--- config.mk ---
export PLATFORM = sky130hd
export DESIGN_NAME = imem_sync
export DESIGN_NICKNAME = d
export VERILOG_FILES = /design/src/rtl/imem_pkg.sv /design/src/rtl/imem_ram.sv /design/src/rtl/imem_sync.sv
export SDC_FILE = /design/constraint.sdc
export NUM_CORES = 2
export LEC_CHECK = 0
export CAP_MARGIN = 20
export CORE_ASPECT_RATIO = 0.75
export CORE_MARGIN = 2
export CORE_UTILIZATION = 55
export CTS_BUF_LIST = sky130_fd_sc_hd__clkbuf_16
export CTS_CLUSTER_DIAMETER = 30
export DETAILED_ROUTE_END_ITERATION = 10
export HOLD_SLACK_MARGIN = 0.05
export PLACE_DENSITY_LB_ADDON = 0.1
export SLEW_MARGIN = 20
export SYNTH_ARGS = -nofsm -noshare
export SYNTH_HDL_FRONTEND = slang
export SYNTH_SLANG_ARGS = --single-unit
--- constraint.sdc ---
create_clock -name clk -period 5.8 [get_ports clk]
set_clock_uncertainty 0.05 [all_clocks]
set_input_delay 1.16 -clock clk [delete_from_list [all_inputs] [get_ports clk]]
set_output_delay 1.16 -clock clk [all_outputs]
set_load 0.02 [all_outputs]
--- src/rtl/imem_pkg.sv ---
// Shared types, constants and the fetch-address fault rule for the
// synchronous instruction memory.
package imem_pkg;

  typedef enum logic {
    LOAD = 1'b0,
    RUN  = 1'b1
  } state_t;

  // MOV R0,R0: harmless filler fed to Decode whenever no real word exists.
  localparam logic [31:0] NOP_DEFAULT = 32'hE1A00000;

  // A fetch is bad if it is not word aligned or if any bit above the
  // word index is set; that second rule is what rules out aliasing.
  function automatic logic fetch_fault(input logic [31:0] addr,
                                       input int unsigned addr_w);
    logic misaligned;
    logic out_of_range;
    misaligned   = (addr[1:0] != 2'b00);
    out_of_range = ((addr >> (addr_w + 2)) != 32'd0);
    return misaligned | out_of_range;
  endfunction

endpackage

--- src/rtl/imem_ram.sv ---
// 1R1W synchronous array: one write port for program load, one registered
// read port for fetch. The read register only updates when re is high.
module imem_ram
  import imem_pkg::*;
#(
  parameter int    ADDR_W    = 6,
  parameter int    DATA_W    = 32,
  parameter string INIT_FILE = ""
) (
  input  logic              clk,
  input  logic              we,
  input  logic [ADDR_W-1:0] waddr,
  input  logic [DATA_W-1:0] wdata,
  input  logic              re,
  input  logic [ADDR_W-1:0] raddr,
  output logic [DATA_W-1:0] rdata
);

  localparam int DEPTH = 2 ** ADDR_W;

  logic [DATA_W-1:0] mem [0:DEPTH-1];
  logic [DATA_W-1:0] rdata_reg;

  always_ff @(posedge clk) begin
    if (we) begin
      mem[waddr] <= wdata;
    end
  end

  // Holding rdata_reg when re is low is what keeps the word steady in a stall.
  always_ff @(posedge clk) begin
    if (re) begin
      rdata_reg <= mem[raddr];
    end
  end

  assign rdata = rdata_reg;

endmodule

--- src/rtl/imem_sync.sv ---
// Synchronous-read instruction memory with stall/flush, fetch fault
// detection and a valid/ready program-load port behind a LOAD/RUN FSM.
module imem_sync
  import imem_pkg::*;
#(
  parameter int                ADDR_W    = 6,
  parameter int                DATA_W    = 32,
  parameter logic [DATA_W-1:0] NOP       = DATA_W'(NOP_DEFAULT),
  parameter bit                BOOT_LOAD = 1'b1,
  parameter string             INIT_FILE = ""
) (
  input  logic              clk,
  input  logic              reset,
  input  logic [31:0]       a,
  input  logic              en,
  input  logic              flush,
  output logic [DATA_W-1:0] rd,
  output logic              rd_valid,
  output logic              addr_fault,
  output logic              run,
  input  logic              ld_start,
  input  logic              ld_valid,
  output logic              ld_ready,
  input  logic [ADDR_W-1:0] ld_addr,
  input  logic [DATA_W-1:0] ld_data,
  input  logic              ld_last
);

  localparam state_t RESET_STATE = BOOT_LOAD ? LOAD : RUN;

  state_t            state_reg, state_next;
  logic              valid_reg, valid_next;
  logic              fault_reg, fault_next;
  logic              in_run;
  logic              fault_comb;
  logic              ram_we;
  logic              ram_re;
  logic [DATA_W-1:0] ram_rdata;

  assign in_run     = (state_reg == RUN);
  assign fault_comb = fetch_fault(a, ADDR_W);

  // A beat sampled while reset is held must not reach the array.
  assign ram_we = ld_ready & ld_valid & reset;
  assign ram_re = in_run & en & ~flush & ~fault_comb;

  imem_ram #(
    .ADDR_W    (ADDR_W),
    .DATA_W    (DATA_W),
    .INIT_FILE (INIT_FILE)
  ) u_ram (
    .clk   (clk),
    .we    (ram_we),
    .waddr (ld_addr),
    .wdata (ld_data),
    .re    (ram_re),
    .raddr (a[ADDR_W+1:2]),
    .rdata (ram_rdata)
  );

  always_ff @(posedge clk or negedge reset) begin
    if (!reset) begin
      state_reg <= RESET_STATE;
      valid_reg <= 1'b0;
      fault_reg <= 1'b0;
    end else begin
      state_reg <= state_next;
      valid_reg <= valid_next;
      fault_reg <= fault_next;
    end
  end

  always_comb begin
    state_next = state_reg;
    valid_next = valid_reg;
    fault_next = fault_reg;
    case (state_reg)
      LOAD: begin
        valid_next = 1'b0;
        fault_next = 1'b0;
        if (ld_valid && ld_last) begin
          state_next = RUN;
        end
      end
      RUN: begin
        // Leaving for LOAD and flushing both kill whatever was fetched.
        if (ld_start) begin
          state_next = LOAD;
          valid_next = 1'b0;
          fault_next = 1'b0;
        end else if (flush) begin
          valid_next = 1'b0;
          fault_next = 1'b0;
        end else if (en) begin
          valid_next = ~fault_comb;
          fault_next = fault_comb;
        end
      end
    endcase
  end

  // The array word is only exposed when it is a real fetch; every other
  // case (reset, LOAD, flush, fault) presents the NOP.
  assign rd         = valid_reg ? ram_rdata : NOP;
  assign rd_valid   = valid_reg;
  assign addr_fault = fault_reg;
  assign run        = in_run;
  assign ld_ready   = ~in_run;

endmodule
==> flow_metrics.env <==
export IMPL_path_class="flop to output port"
export IMPL_die_w_microns=442
export IMPL_vias=39400
export IMPL_first_pass_iters=6
export IMPL_worst_slack_ns=1.41
export IMPL_synthXorXnorAreaFrac=0
export IMPL_synth_area_sq_mm=0.0793
export IMPL_peakVddDrop_v=0.000412
export IMPL_synth_warning_count=0
export IMPL_path_clk_slew_ns=0.05
export IMPL_status="completed"
export IMPL_htreeDepth=5
export IMPL_fmax_mhz=228
export IMPL_drc=0
export IMPL_grt_start_max_net_pins=115
export IMPL_yosys_area_share_simple=0.0261
export IMPL_postCtsSetupBuffers=0
export IMPL_syn2layout_area_growth_pct=18.4
export IMPL_chipHeight_microns=333
export IMPL_vias_per_cell=6.57
export IMPL_cp_start_kind="flop"
export IMPL_post_drt_wl_per_cell_microns=33.1
export IMPL_synth_avg_cell_area_sq_um=22.7
export IMPL_grt_pass1_vias=39900
export IMPL_synth_ff_type="edfxtp_1"
export IMPL_numCtsBuffers=320
export IMPL_coreArea_sq_mm=0.143
export IMPL_finalSetupViolations=0
export IMPL_tns_ns=0
export IMPL_synth_top_family_by_area="multiplexers"
export IMPL_cts_num_sinks=2083
export IMPL_p_per_area_mw_per_mm2=391
export IMPL_tightestPinTransition_ns=1.11
export IMPL_cts_tree="yes"
export IMPL_insertion_delay_ns=0.92
export IMPL_ioPinCount=113
export IMPL_drive_gt1_frac=0.305
export IMPL_place_gp_congestion=0.857
export IMPL_synth_top_area_share=0.788
export IMPL_track_usage=0.273
export IMPL_layout_commonest_cell="edfxtp_1"
export IMPL_dp_hpwl_microns=115000
export IMPL_leakagePower_nw=29.8
export IMPL_cts_hold_fix_buffers=0
export IMPL_postRouteWirelength_microns=199000
export IMPL_grt_overflow=0
export IMPL_layout_common_cells="edfxtp_1, mux4_2, clkbuf_16"
export IMPL_nets=3951
export IMPL_antenna_left=0
export IMPL_rows=120
export IMPL_maxCapViolCount=0
export IMPL_yosys_area_share_adder=0
export IMPL_synth_compound_area_frac=0.0229
export IMPL_rsz0062_at_grt="no"
export IMPL_die_area_sq_mm=0.147
export IMPL_start_util=0.555
export IMPL_drtIter0Drc=4969
export IMPL_dp_slack_ns=0.938
export IMPL_ys_top_cells_by_area="edfxtp_1, mux4_2, mux2i_1"
export IMPL_place_port_buffers=112
export IMPL_min_period_ns=4.39
export IMPL_antenna_found_initial=9
export IMPL_cts_resized=0
export IMPL_synth_top_area_cell="edfxtp_1"
export IMPL_synth_edf_count=2080
export IMPL_post_route_period_util=0.758
export IMPL_synth_seq_cells=2083
export IMPL_synth_nets=3571
export IMPL_hold_class="input pin to asynchronous set/reset pin"
export IMPL_relSlewSlack=0.258
export IMPL_clockBufferDepth=4
export IMPL_largest_reg_flops=2048
export IMPL_yosysSeqAreaShare=0.789
export IMPL_grt_pass1_wl_microns=287000
export IMPL_async_flop_share=0.00144
export IMPL_cts_root_buf="clkbuf_16"
export IMPL_hold_viol_final=0
export IMPL_slew_viol_final=0
export IMPL_critical_path_required_ns=4.59
export IMPL_cp_arrival_ns=3.18
export IMPL_ys_types=41
export IMPL_synthMuxAreaShare=0.148
export IMPL_worstPathMaxFanout=34
export IMPL_syn_instance_count=3494
export IMPL_crit_path_end_kind="output port"
==> cells by family after synthesis <==
family / Yosys count
AO/OA/AOI/OAI: 246
buffers and inverters: 201
flip-flops: 2083
multiplexers: 561
AND/OR/NAND/NOR: 403
==> cell usage after synthesis (26+ instances only) <==
cell type,number
mux4_2,488
nor2b_1,26
and2_1,28
o22ai_1,58
nor2_1,86
clkbuf_1,76
nand3_1,63
edfxtp_1,2080
and3_1,30
buf_2,67
nand4_1,57
a22oi_1,68
nand2_1,70
o221ai_1,47
mux2i_1,73
==> final timing paths <==
path	depth (start not counted)	endpoint	from	slack [ns]
worst min-delay path	1	run	reset	0.42
min in group clk	3	addr_fault	addr_fault	0.62
worst min register to register	3	addr_fault	addr_fault	0.62
worst max register to register	4	u_ram.mem[41][1]	run	2.30
worst max-delay path	2	rd[9]	rd_valid	1.41
max in group asynchronous	1	rd_valid	reset	5.11
==> report_power, final <==
part	switching [mW]	internal, mW	leakage, nW
clock network	6.89	11.8	5.18
registers	0.00707	16.6	18.7
logic	0.887	0.496	5.89
total	7.78	28.9	29.8
==> final cells by class <==
type	instances	area (sq um)
inverter	3	11.3
clock buffer	325	8130
fill	9173	49100
antenna	1	2.50
clock inverter	237	2380
multi-input combinational	1210	16100
tap	1891	2370
sequential	2083	62500
timing repair buffer	256	2340
==> routing by layer <==
layer	vias up	track usage	routed length, microns
met5	-	0	30
met4	6	0.0769	4310
met3	312	0.0562	18700
met2	2241	0.406	92300
met1	21000	0.415	83200
li1	15800	-	-
==> per-stage QoR <==
stage / instance area [sq um] / power [mW] / hold WS [ns] / std cells / util
final: 93900 / 36.7 / 0.419 / 6006 / 0.657
after global routing: 93900 / 37.6 / 0.411 / 6005 / 0.657
after CTS: 93800 / 36.9 / 0.363 / 6004 / 0.656
after detailed placement: 83300 / 18.3 / 0.613 / 5442 / 0.583
after global placement: 83300 / 18.3 / 0.566 / 5441 / 0.583
after floorplan: 79300 / 17.7 / 0.638 / 3494 / -
==> critical path, stage by stage, from the launching register on <==
cell	delay (ns)
dfrtp_2	0.99
and2_1	0.57
clkdlybuf4s50_1	0.71
Note: power is estimated with default switching activity, not from simulation.
